[src/rtl/hbus_txn_sequencer.sv]
// hbus_txn_sequencer
//   Runs one HyperBus transaction per accepted request. It lowers CS#, shifts
//   out the 48-bit CA word MSB byte first, waits the initial latency (single
//   or doubled, depending on RWDS during the first CA byte), and then moves a
//   fixed burst of bytes. One byte moves per clk; the PHY does the DDR
//   conversion.
//
// Ports
//   clk, rst_n            clock and asynchronous active-low reset
//   req_valid/req_ready   request handshake; req_ready is high only in IDLE
//   req_ca[47:0]          CA word, bit 47 = 1 for a read
//   wr_data/wr_pop        first-word-fall-through write byte source
//   rd_data/rd_valid      captured read byte, one rd_valid pulse per byte
//   done/error            end-of-transaction pulse; error = read timed out
//   cs_n, ck_en           chip select and PHY clock enable
//   dq_out/dq_oe/dq_in    DQ byte lane toward/from the PHY
//   rwds_in/out/oe        RWDS; rwds_out is always 0 (no write masking)
module hbus_txn_sequencer #(
    parameter int LATENCY     = 6,
    parameter int BURST_LEN   = 32,
    parameter int CSHI_CYCLES = 2,
    parameter int RD_TIMEOUT  = 64
) (
    input  logic        clk,
    input  logic        rst_n,
    input  logic        req_valid,
    output logic        req_ready,
    input  logic [47:0] req_ca,
    input  logic [7:0]  wr_data,
    output logic        wr_pop,
    output logic [7:0]  rd_data,
    output logic        rd_valid,
    output logic        done,
    output logic        error,
    output logic        cs_n,
    output logic        ck_en,
    output logic [7:0]  dq_out,
    output logic        dq_oe,
    input  logic [7:0]  dq_in,
    input  logic        rwds_in,
    output logic        rwds_out,
    output logic        rwds_oe
);

    function automatic int max2(input int a, input int b);
        return (a > b) ? a : b;
    endfunction

    // cs_n is high in CSHI and in the IDLE cycle in which the next request is
    // accepted, so CSHI itself lasts one cycle less than the minimum gap.
    localparam int CSHI_LEN = (CSHI_CYCLES > 1) ? CSHI_CYCLES - 1 : 1;
    localparam int CNT_MAX  = max2(max2(6, 2 * LATENCY),
                                   max2(max2(BURST_LEN, RD_TIMEOUT), CSHI_LEN));
    localparam int CW       = $clog2(CNT_MAX + 1);
    localparam int RW       = $clog2(BURST_LEN + 1);

    localparam logic [CW-1:0] CA_LAST    = CW'(5);
    localparam logic [CW-1:0] LAT1_LAST  = CW'(LATENCY - 1);
    localparam logic [CW-1:0] LAT2_LAST  = CW'(2 * LATENCY - 1);
    localparam logic [CW-1:0] BURST_LAST = CW'(BURST_LEN - 1);
    localparam logic [CW-1:0] TO_LAST    = CW'(RD_TIMEOUT - 1);
    localparam logic [CW-1:0] CSHI_LAST  = CW'(CSHI_LEN - 1);
    localparam logic [RW-1:0] RD_LAST    = RW'(BURST_LEN - 1);

    typedef enum logic [2:0] {IDLE, CA, LAT, DATA, CSHI} state_t;

    state_t        state, state_next;
    logic [CW-1:0] cnt, cnt_next;
    logic [RW-1:0] rd_cnt;
    logic [47:0]   ca_reg, ca_next;
    logic          is_read, dbl_lat;
    logic          accept, capture, timeout;
    logic [CW-1:0] lat_last;

    logic       cs_n_d, ck_en_d, req_ready_d, dq_oe_d, wr_pop_d, rwds_oe_d;
    logic       rd_valid_d, done_d, error_d;
    logic [7:0] dq_out_d, rd_data_d;

    assign lat_last = dbl_lat ? LAT2_LAST : LAT1_LAST;
    assign ca_next  = accept ? req_ca : ca_reg;
    assign rwds_out = 1'b0;

    // State register plus per-transaction context (CA word, direction,
    // latency mode and received byte count).
    always_ff @(posedge clk or negedge rst_n) begin
        if (!rst_n) begin
            state   <= IDLE;
            cnt     <= '0;
            rd_cnt  <= '0;
            ca_reg  <= '0;
            is_read <= 1'b0;
            dbl_lat <= 1'b0;
        end else begin
            state <= state_next;
            cnt   <= cnt_next;
            if (accept) begin
                ca_reg  <= req_ca;
                is_read <= req_ca[47];
                rd_cnt  <= '0;
            end
            if (state == CA && cnt == '0) begin
                dbl_lat <= rwds_in;
            end
            if (capture) begin
                rd_cnt <= rd_cnt + RW'(1);
            end
        end
    end

    // Next-state logic; cnt counts cycles spent in the current state.
    always_comb begin
        state_next = state;
        cnt_next   = cnt + CW'(1);
        accept     = 1'b0;
        capture    = 1'b0;
        timeout    = 1'b0;
        case (state)
            IDLE: begin
                cnt_next = '0;
                if (req_valid) begin
                    accept     = 1'b1;
                    state_next = CA;
                end
            end
            CA: begin
                if (cnt == CA_LAST) begin
                    state_next = LAT;
                    cnt_next   = '0;
                end
            end
            LAT: begin
                if (cnt == lat_last) begin
                    state_next = DATA;
                    cnt_next   = '0;
                end
            end
            DATA: begin
                if (is_read) begin
                    capture = rwds_in;
                    // A final byte arriving in the last allowed cycle wins.
                    if (capture && rd_cnt == RD_LAST) begin
                        state_next = CSHI;
                        cnt_next   = '0;
                    end else if (cnt == TO_LAST) begin
                        state_next = CSHI;
                        cnt_next   = '0;
                        timeout    = 1'b1;
                    end
                end else if (cnt == BURST_LAST) begin
                    state_next = CSHI;
                    cnt_next   = '0;
                end
            end
            CSHI: begin
                if (cnt == CSHI_LAST) begin
                    state_next = IDLE;
                    cnt_next   = '0;
                end
            end
            default: begin
                state_next = IDLE;
                cnt_next   = '0;
            end
        endcase
    end

    // Output values for the coming cycle, derived from the state being
    // entered. wr_pop is raised one cycle ahead of each write DATA cycle so
    // the popped byte lands in the dq_out register for that cycle.
    always_comb begin
        cs_n_d      = 1'b1;
        ck_en_d     = 1'b0;
        req_ready_d = 1'b0;
        dq_oe_d     = 1'b0;
        dq_out_d    = '0;
        wr_pop_d    = 1'b0;
        rwds_oe_d   = 1'b0;
        rd_valid_d  = capture;
        rd_data_d   = capture ? dq_in : rd_data;
        done_d      = (state == DATA) && (state_next == CSHI);
        error_d     = timeout;
        case (state_next)
            IDLE: req_ready_d = 1'b1;
            CA: begin
                cs_n_d  = 1'b0;
                ck_en_d = 1'b1;
                dq_oe_d = 1'b1;
                case (cnt_next[2:0])
                    3'd0:    dq_out_d = ca_next[47:40];
                    3'd1:    dq_out_d = ca_next[39:32];
                    3'd2:    dq_out_d = ca_next[31:24];
                    3'd3:    dq_out_d = ca_next[23:16];
                    3'd4:    dq_out_d = ca_next[15:8];
                    default: dq_out_d = ca_next[7:0];
                endcase
            end
            LAT: begin
                cs_n_d   = 1'b0;
                ck_en_d  = 1'b1;
                wr_pop_d = !is_read && (cnt_next == lat_last);
            end
            DATA: begin
                cs_n_d  = 1'b0;
                ck_en_d = 1'b1;
                if (!is_read) begin
                    dq_oe_d   = 1'b1;
                    rwds_oe_d = 1'b1;
                    dq_out_d  = wr_data;
                    wr_pop_d  = (cnt_next != BURST_LAST);
                end
            end
            default: ;
        endcase
    end

    // Output registers.
    always_ff @(posedge clk or negedge rst_n) begin
        if (!rst_n) begin
            cs_n      <= 1'b1;
            req_ready <= 1'b1;
            ck_en     <= 1'b0;
            dq_oe     <= 1'b0;
            dq_out    <= '0;
            wr_pop    <= 1'b0;
            rwds_oe   <= 1'b0;
            rd_valid  <= 1'b0;
            rd_data   <= '0;
            done      <= 1'b0;
            error     <= 1'b0;
        end else begin
            cs_n      <= cs_n_d;
            req_ready <= req_ready_d;
            ck_en     <= ck_en_d;
            dq_oe     <= dq_oe_d;
            dq_out    <= dq_out_d;
            wr_pop    <= wr_pop_d;
            rwds_oe   <= rwds_oe_d;
            rd_valid  <= rd_valid_d;
            rd_data   <= rd_data_d;
            done      <= done_d;
            error     <= error_d;
        end
    end

endmodule

[config.mk]
export PLATFORM = sky130hd
export DESIGN_NAME = hbus_txn_sequencer
export DESIGN_NICKNAME = d
export VERILOG_FILES = /design/src/rtl/hbus_txn_sequencer.sv
export SDC_FILE = /design/constraint.sdc
export NUM_CORES = 1
export LEC_CHECK = 0
export CAP_MARGIN = 20
export CORE_ASPECT_RATIO = 1.2
export CORE_MARGIN = 3
export CORE_UTILIZATION = 51
export CTS_CLUSTER_SIZE = 14
export DETAILED_ROUTE_END_ITERATION = 8
export PLACE_DENSITY = 0.78
export SKIP_LAST_GASP = 1
export SLEW_MARGIN = 20
export SYNTH_ARGS = -nofsm -noshare
export SYNTH_HDL_FRONTEND = slang
export SYNTH_SLANG_ARGS = --single-unit
[constraint.sdc]
create_clock -name clk -period 3.4 [get_ports clk]
set_clock_uncertainty 0.2 [all_clocks]
set_input_delay 0.68 -clock clk [delete_from_list [all_inputs] [get_ports clk]]
set_output_delay 0.68 -clock clk [all_outputs]
set_load 0.005 [all_outputs]
Word level (Yosys, flattened, before mapping)
Cells that the tools add are included.

cells by class
  $add $sub $neg = 2
  reduce and logical (&&, ||, !) cells = 11
  eq/ne operators = 19
  muxes and demuxes = 40

operator list
  cell                                                                     number
  7-bit two-way mux                                                        7
  48-bit two-way mux                                                       1
  8-bit one-hot mux with 5 select lines                                    1
  7-bit one-hot mux with 4 select lines                                    1
  3-bit two-way mux                                                        8
  3-bit by 2-bit equality test with 1-bit output, second input constant    6
  8-bit one-hot mux with 2 select lines                                    1
  3-bit one-hot mux with 5 select lines                                    1
  7-bit by 4-bit equality test with 1-bit output                           2
  1-bit two-way mux                                                        14
  6-bit two-way mux                                                        2
  3-bit by 1-bit equality test with 1-bit output, second input constant    3
  3-bit equality test, second input constant                               3
  3-bit zero test                                                          3
  8-bit two-way mux                                                        1
  7-bit by 1-bit adder with 7-bit output, second input constant            1
  7-bit by 3-bit equality test with 1-bit output, second input constant    1
  7-bit by 5-bit equality test with 1-bit output, second input constant    1
  7-bit by 6-bit equality test with 1-bit output, second input constant    1
  7-bit zero test                                                          1
  7-bit by 5-bit inequality test with 1-bit output, second input constant  1
  6-bit by 1-bit adder with 6-bit output, second input constant            1
  6-bit by 5-bit equality test with 1-bit output, second input constant    1
  1-bit logical AND                                                        4
  other kinds (5)                                                          6

storage, ports and cells
  flip-flop bits (word level) = 91
  word-level logic and storage cells = 89
  output and inout port bits = 26

Longest topological paths before layout
Gate-level depths: netlist of run 1.

  depth after elaboration = 8
  gate-level depth with buffers = 12
  gate-level depth less buffers = 10

Worst setup path before layout of run 1
OpenSTA, ideal clock, no wires.

  kind = register to register
  from = register cnt[0]
  to = register dq_out[0]
  arrival = 2.776 ns
  setup slack = 0.303 ns
  library setup time = 0.121 ns
  buffers on the path = 2
  data required time = 3.079 ns
  cell stages (with the launch flop) = 13
  clock period less this slack = 3.097 ns
  cell sequence = dfrtp_1 -> inv_1 -> clkbuf_1 -> ha_1 -> or2b_2 -> o311ai_4 -> o311ai_4 -> nand2_4 -> inv_2 -> buf_2 -> nor3_1 -> o21ai_0 -> a32o_2

on the way
  cells in the longest elaborated chain, start to end = 8

RTL lines
  item                                                                                                      line      source
  from (decl)                                                                                               68        logic [CW-1:0] cnt, cnt_next;
  from (signal assigned)                                                                                    95        cnt <= cnt_next;
  7-bit by 1-bit adder with 7-bit output or 7-bit by 6-bit equality test with 1-bit output (tied branches)  113, 144
  7-bit two-way mux                                                                                         144       end else if (cnt == TO_LAST) begin
  7-bit two-way mux                                                                                         141       if (capture && rd_cnt == RD_LAST) begin
  7-bit two-way mux                                                                                         138       if (is_read) begin
  7-bit one-hot mux with 4 select lines (*)                                                                 117       case (state)
  net cnt_next[0]                                                                                           68
  3-bit equality test, or another cell as far along                                                         188       case (cnt_next[2:0])
  8-bit one-hot mux with 5 select lines (*)                                                                 188
  8-bit one-hot mux with 2 select lines (*)                                                                 182       case (state_next)
  net dq_out_d[0]                                                                                           77        logic [7:0] dq_out_d, rd_data_d;
  to (signal assigned)                                                                                      235       dq_out <= dq_out_d;
  to (decl)                                                                                                 37        output logic [7:0] dq_out,

The timed path passes the listed nets; every way through them passes the cells marked *.
A chain may end at the register's enable or synchronous reset.

Worst setup path in the final report of run 1
  from = register cnt[0]
  to = register dq_out[5]

on the way
  cells in the longest elaborated chain, start to end = 8

RTL lines
  item                                                                                                      line
  7-bit by 1-bit adder with 7-bit output or 7-bit by 6-bit equality test with 1-bit output (tied branches)  113, 144
  7-bit two-way mux                                                                                         144
  7-bit two-way mux                                                                                         141
  7-bit two-way mux                                                                                         138
  7-bit one-hot mux with 4 select lines                                                                     117
  3-bit equality test, or another cell as far along                                                         188
  8-bit one-hot mux with 5 select lines                                                                     188
  8-bit one-hot mux with 2 select lines (*)                                                                 182
  net dq_out_d[5]                                                                                           77

Marked as above.

==> summary.txt, run 1 <==
Clocking
  • PostCTS Resize Cnt: 0
  • Clock root cell: clkbuf_8
  • Worst skew pair latency: 0.36 ns
  • Worst-case clock buffer depth: 2
  • CTS Buf Count: 9
  • Hold-fix buffers at CTS: 0
  • CTS tree: yes
  • Number of H-tree levels: 3
  • Clk slew on worst S/H paths: 0.09 ns
  • CTS Sinks: 91
  • Setup bufs post-CTS: 0

Yosys
  • Sequential share of the synthesized area: 51.3%
  • Commonest cells in the netlist: dfrtp_1 (89), mux2_2 (47), nand2_1 (38)
  • Mapped Cells: 391
  • Synthesized area: 0.00444 mm²
  • Top-count cell post-synth: dfrtp_1
  • Ys async rst share: 100%
  • Top-area cell type share of the netlist area: 50.2%
  • Synth unique cells: 63
  • Post-synth EDFFs: 0
  • FF+latch count, synth: 91
  • Syn Nets: 463
  • Synth warnings: 0
  • Area leader, netlist: dfrtp_1
  • Top FF cell, synth: dfrtp_1
  • Syn_area_per_cell: 11.4 µm²
  • Top cells by area, synth: dfrtp_1 (50%), mux2_2 (12%), nand2_1 (3.2%), nor2_1 (2.5%), nor3_1 (2.4%)

Final layout
  • Share of cells above drive strength 1: 23.5%
  • Max FFs per register: 48
  • Fillers: 654
  • Layout Cells excl Fill: 604
  • Final Instance Area: 0.00565 mm²
  • N_diodes: 0
  • Nets: 557
  • Flip-flop and latch area: 0.00228 mm²
  • Footprint of the multi-input gates: 0.00195 mm²
  • Synthesis-to-layout area growth: 27.2%

Power and ir drop
  • Max rail drop VDD: 0.000405 V
  • Power Total: 4.58 mW
  • LEAKAGE: 2.40 nW
  • PD cells: 811 mW/mm²

STA
  • Max_slew headroom: 59.8%
  • Post-layout min period: 3.17 ns
  • Actual slew at the worst max-slew pin: 0.603 ns
  • Worst hold slack: 0.121 ns
  • Max-slew violation count: 0
  • RSZ-0062 raised after global routing: false
  • Setup TNS Final: 0 ns
  • Final setup fails: 0
  • Highest clock rate: 0.315 GHz
  • Final Hold Violating Endpoints: 0
  • Tcrit/Tclk final: 93.4%

Drt
  • Starting DRT DRC Count: 145
  • Metal1 wirelength: 4.27 mm
  • Via count: 3336
  • Routed wire length: 10.0 mm
  • # DRC: 0
  • Wire length per cell: 16.6 µm
  • Top layer in use: met4
  • DR WL met2: 5.19 mm
  • Met3 wire length: 384 µm
  • 1st-pass router iterations: 4
  • Final antenna-violating net count: 0
  • Via density: 5.52

Die
  • Die H: 108 µm
  • DIE AREA: 0.00987 mm²
  • Core box area: 0.00829 mm²
  • # rows: 36
  • Starting Density: 53.6%
  • I/O pin count: 94
  • Die Span X: 91.2 µm

Setup path
  • Flop2flop setup slack: 0.23 ns
  • Worst EP required: 3.46 ns
  • Delay-heaviest family, CP: compound AO/OA/AOI/OAI gates
  • Reg-to-reg startpoint: cnt[0]$_DFF_PN0_
  • Slowest cell delay on critical path: 0.46 ns
  • Critical Path Sink Type: flip-flop
  • Register-to-Register Path Depth: 10
  • WP buf/inv: 2
  • Slowest CP cell: dfrtp_1
  • Worst flop-to-flop path endpoint: dq_out[5]$_DFF_PN0_
  • Most frequent CP cell: o311ai_4
  • Worst Path Arrival: 3.23 ns
  • Worst path cell trace: inv_1, ha_1, or2b_2, o311ai_4, o311ai_4, o21ai_4, inv_4, nor3_1, o21ai_0, a32o_2
  • Critical Path Source Type: flip-flop
  • Crit path kind: reg -> reg
  • Crit-path max FO: 19

Place
  • Placed Instances: 588
  • Dpl hpwl: 7.51 mm
  • Number of port buffers: 92
  • RD Place Congestion: 0.820
  • Area after DPL: 0.00545 mm²

Global route
  • Largest net degree at the start of global routing: 50
  • Vias in the first global route: 3462
  • GRT Total Usage: 21.7%
  • First-pass GRT wire length: 16.8 mm
  • Initial antenna violation count: 0
  • GRT overflow: 0

Run status
  • Run status: finished, final reports clean

Run
  • Max-Cap Viols: 0

Worst hold path
  • Worst hold-check path type: in -> async
==> worst max path at each step <==
stage                     start                  end  cells past startpoint
6_report       cnt[0]$_DFF_PN0_  dq_out[5]$_DFF_PN0_                     10
5_1_grt        cnt[0]$_DFF_PN0_  dq_out[5]$_DFF_PN0_                     10
4_1_cts        cnt[0]$_DFF_PN0_  dq_out[5]$_DFF_PN0_                     10
3_5_place_dp            rwds_in  dq_out[2]$_DFF_PN0_                      9
3_3_place_gp            rwds_in  dq_out[2]$_DFF_PN0_                      9
2_1_floorplan  cnt[0]$_DFF_PN0_  dq_out[0]$_DFF_PN0_                     12
==> placed cells by master (no fill, tap or decap), types with 3 or more instances in the layout <==
master           synthesis  routed
or3_2                    7       7
or3_1                    3       3
o311ai_4                 3       3
o311ai_1                 7       7
clkdlybuf4s50_1          0      91
o21ai_0                 21      21
nand2b_1                 3       3
clkbuf_8                 3      10
dfrtp_1                 89      89
o31ai_1                  3       3
nor2_1                  30      30
nand2_1                 38      38
nor3_1                  21      21
a21oi_1                 18      18
a32o_2                   4       4
nand3_1                  5       5
clkinv_2                 0       3
buf_4                    4      13
inv_1                   10      10
ha_1                     4       4
mux2_2                  47      47
a32o_1                   4       4
xor2_1                   5       5
==> final cells by class <==
cell class	count	area share, %
clock buffers	10	2.44
inverters	12	0.842
repair buffers	105	18.2
multi-input cells	266	34.5
well taps	114	2.53
clock inverters	6	1.11
flip-flops and latches	91	40.4
==> power breakdown <==
part	leakage, nW	switching, mW	total (mW)	internal [mW]
Clock	0.106	0.370	0.729	0.360
Combinational	1.18	1.10	2.11	1.01
Sequential	1.11	0.220	1.74	1.52
Total	2.40	1.69	4.58	2.88
==> per-layer routing <==
| layer | vias to the layer above | track usage, % |
|---|---|---|
| met1 | 1660 | 26.8 |
| li1 | 1589 | - |
| met2 | 73 | 38.0 |
| met3 | 14 | 4.24 |
| met4 | 0 | 7.54 |
| met5 | - | 0 |
==> kinds of logic (layout without fill, tap and decap cells) <==
| logic type | count (synthesis) | in the layout | synth area share, % |
|---|---|---|---|
| other cells | 1 | 1 | 0.0844 |
| flops | 91 | 91 | 51.3 |
| mux | 48 | 48 | 12.2 |
| simple gates | 132 | 132 | 15.8 |
| xor+xnor | 7 | 7 | 1.38 |
| buf+inv | 34 | 133 | 4.76 |
| compound gates | 74 | 74 | 13.3 |
| fa+ha+maj | 4 | 4 | 1.13 |
==> through the flow <==
stage	util, %	setup WS, ns
after detailed placement	65.7	0.154
after CTS	68.1	0.226
after global routing	68.1	0.0572
after global placement	65.7	0.215
final	68.1	0.225
after floorplan	-	0.303
(Power assumes the default switching activity.)
==> run 2, diff against run 1 <==
SKIP_LAST_GASP = not set   (was 1)
==> results of run 2 <==
Same layout as run 1: the final DEF is identical, and so are final timing and power.
==> run 3, diff against run 2 <==
CORE_UTILIZATION = 46   (was 51)
MAX_ROUTING_LAYER = met4   (was not set)
PLACE_DENSITY = 0.74   (was 0.78)
TNS_END_PERCENT = 30   (was not set)
clock period = 2.88 ns   (was 3.4 ns; I/O delays follow)
==> run 3 against run 2 <==
Compared with the run above:
- the flow now finishes with violations (negative setup slack)
- non-clock buffer count grew 33
- power up 47%
- fmax increased by 9.4%
- critical path depth stayed put
- largest cell class unchanged
- global-route usage rose by 0.093 points
==> summary.txt, run 3 (synthesized netlist as in run 1, its figures left out) <==
Die
  • DIE AREA: 0.0109 mm² (was 0.00987 mm²)
  • # rows: 38 (was 36)
  • Die Span X: 95.7 µm (was 91.2 µm)
  • Core box area: 0.00922 mm² (was 0.00829 mm²)
  • Starting Density: 48.1% (was 53.6%)
  • Die H: 114 µm (was 108 µm)
  • I/O pin count: 94 (unchanged)

Place
  • Dpl hpwl: 8.00 mm (was 7.51 mm)
  • Number of port buffers: 92 (unchanged)
  • Dpl ws: -0.187 ns (was 0.154 ns)
  • RD Place Congestion: 0.893 (was 0.820)

Setup path
  • Critical Path Source Type: flip-flop (unchanged)
  • Slowest cell delay on critical path: 0.52 ns (was 0.46 ns)
  • Crit-path max FO: 7 (was 19)
  • Register-to-Register Path Depth: 10 (unchanged)
  • Setup crit start: cnt[1]$_DFF_PN0_ (was cnt[0]$_DFF_PN0_)
  • Delay-heaviest family, CP: compound AO/OA/AOI/OAI gates (unchanged)
  • Reg-to-reg startpoint: cnt[1]$_DFF_PN0_ (was cnt[0]$_DFF_PN0_)
  • Flop2flop setup slack: -0.02 ns (was 0.23 ns)
  • Crit path kind: reg -> reg (unchanged)
  • WP buf/inv: 4 (was 2)
  • Most frequent CP cell: o311ai_4 (unchanged)
  • Slowest CP cell: or4b_4 (was dfrtp_1)
  • Critical Path Sink Type: flip-flop (unchanged)
  • Worst EP required: 2.98 ns (was 3.46 ns)
  • Worst flop-to-flop path endpoint: dq_out[7]$_DFF_PN0_ (was dq_out[5]$_DFF_PN0_)
  • Worst Path Arrival: 3.01 ns (was 3.23 ns)
  • Worst path cell trace: buf_4, or4b_4, a211oi_4, o311ai_4, o21ai_4, clkinv_4, buf_12, buf_8, o311ai_4, a32o_1 (was inv_1, ha_1, or2b_2, o311ai_4, o311ai_4, o21ai_4, inv_4, nor3_1, o21ai_0, a32o_2)

Clocking
  • Clk slew on worst S/H paths: 0.09 ns (about the same)
  • CTS Buf Count: 9 (unchanged)
  • Worst skew pair latency: 0.36 ns (about the same)
  • CTS tree: yes (unchanged)
  • Number of H-tree levels: 3 (unchanged)
  • Hold-fix buffers at CTS: 0 (unchanged)
  • CTS Sinks: 91 (unchanged)
  • Worst-case clock buffer depth: 2 (unchanged)
  • Clock root cell: clkbuf_8 (unchanged)

Power and ir drop
  • PD cells: 1080 mW/mm² (was 811 mW/mm²)
  • Max rail drop VDD: 0.000510 V (was 0.000405 V)
  • Power Total: 6.73 mW (was 4.58 mW)
  • LEAKAGE: 2.64 nW (was 2.40 nW)

Run status
  • Run status: finished, violations left (was finished, final reports clean)
  • Failing checks: negative setup slack

Drt
  • Starting DRT DRC Count: 192 (was 145)
  • Via density: 5.38 (was 5.52)
  • Routed wire length: 11.3 mm (was 10.0 mm)
  • # DRC: 0 (unchanged)
  • Final antenna-violating net count: 0 (unchanged)
  • Via count: 3464 (was 3336)
  • 1st-pass router iterations: 4 (unchanged)
  • Wire length per cell: 17.6 µm (was 16.6 µm)

Global route
  • GRT overflow: 0 (unchanged)
  • GRT Total Usage: 21.8% (was 21.7%)
  • First-pass GRT wire length: 17.7 mm (was 16.8 mm)
  • Vias in the first global route: 3471 (was 3462)
  • Largest net degree at the start of global routing: 69 (was 50)
  • Initial antenna violation count: 0 (unchanged)

STA
  • Final setup fails: 5 (was 0)
  • Final Hold Violating Endpoints: 0 (unchanged)
  • RSZ-0062 raised after global routing: true (was false)
  • Actual slew at the worst max-slew pin: 0.843 ns (was 0.603 ns)
  • Post-layout min period: 2.90 ns (was 3.17 ns)
  • Highest clock rate: 0.345 GHz (was 0.315 GHz)
  • Max-slew violation count: 0 (unchanged)
  • Max_slew headroom: 43.8% (was 59.8%)
  • Tcrit/Tclk final: 101% (was 93.4%)
  • Worst hold slack: 0.0996 ns (was 0.121 ns)
  • Setup WS post-layout: -0.0224 ns (was 0.225 ns)

Worst hold path
  • Worst hold-check path type: in -> async (unchanged)

Final layout
  • Final core utilization: 67.8% (was 68.1%)
  • Commonest non-fill, non-tap cell in the layout: clkdlybuf4s50_1 (unchanged)
  • N_diodes: 0 (unchanged)
  • Share of cells above drive strength 1: 32.3% (was 23.5%)
  • Synthesis-to-layout area growth: 40.9% (was 27.2%)
  • Max FFs per register: 48 (unchanged)
  • Nets: 591 (was 557)
  • Most frequent cells in the layout: clkdlybuf4s50_1 (91), dfrtp_1 (89), mux2_2 (47), nand2_1 (37), buf_4 (33) (was clkdlybuf4s50_1 (91), dfrtp_1 (89), mux2_2 (47), nand2_1 (38), nor2_1 (30))

Run
  • Max-Cap Viols: 0 (unchanged)
run 3: changes by cell type in the layout (fill, tap and decap cells not counted), moves of 3 or more:
cell      change
nor3_2        +4
buf_4        +20
nor3_4        +3
o311ai_1      -6
nor3_1        -7
o311ai_4      +6
o21ai_0       -9
buf_12        +5
o21ai_1       +9
buf_6         +5
run 3: per-layer routing:
metal / GRT usage (%) / share of wire [%] / vias up
met1: 29.6 / 44 / 1692
met5: - / 0 / -
li1: - / - / 1661
met2: 33.1 / 49 / 94
met4: 5.98 / 1.9 / 0
met3: 4.82 / 4.8 / 17
run 3: final cells by class:
cell class	instances	area, µm²
multi-input cells	266	2170
well taps	120	150
repair inverters	1	7.51
fillers	681	2970
clock inverters	6	62.6
clock buffers	10	138
repair buffers	138	1390
flip-flops and latches	91	2280
inverters	12	58.8
run 3: where the power goes:
group | internal [mW] | switching (mW) | total, mW
sequential | 1.79 | 0.216 | 2.01
combinational | 1.97 | 1.87 | 3.84
clock | 0.425 | 0.456 | 0.881
run 3: repair_timing:
item	in CTS	in global routing
setup buffers	1	10
pin swaps	1	23
gates resized for setup	5	56
endpoints found under the hold margin	0	0
cloned	0	2
endpoints found under the setup margin	9	9
run 3: how the worst max path moves through the flow:
| stage | slack [ns] | cells after the start | to |
|---|---|---|---|
| 2_1_floorplan | 0.003 | 12 | dq_out[0]$_DFF_PN0_ |
| 5_1_grt | -0.10 | 10 | dq_out[0]$_DFF_PN0_ |
| 4_1_cts | -0.03 | 9 | dq_out[7]$_DFF_PN0_ |
| 3_5_place_dp | -0.19 | 10 | dq_out[7]$_DFF_PN0_ |
| 6_report | -0.02 | 10 | dq_out[7]$_DFF_PN0_ |
| 3_3_place_gp | -0.14 | 10 | dq_out[2]$_DFF_PN0_ |
run 3: through the flow:
step	instances	area [µm²]	TNS (ns)
global placement	616	5670	-0.564
floorplan	391	4450	0
finish	644	6250	-0.0589
CTS	633	5910	-0.0282
global route	644	6250	-0.644
detailed placement	616	5670	-1.07
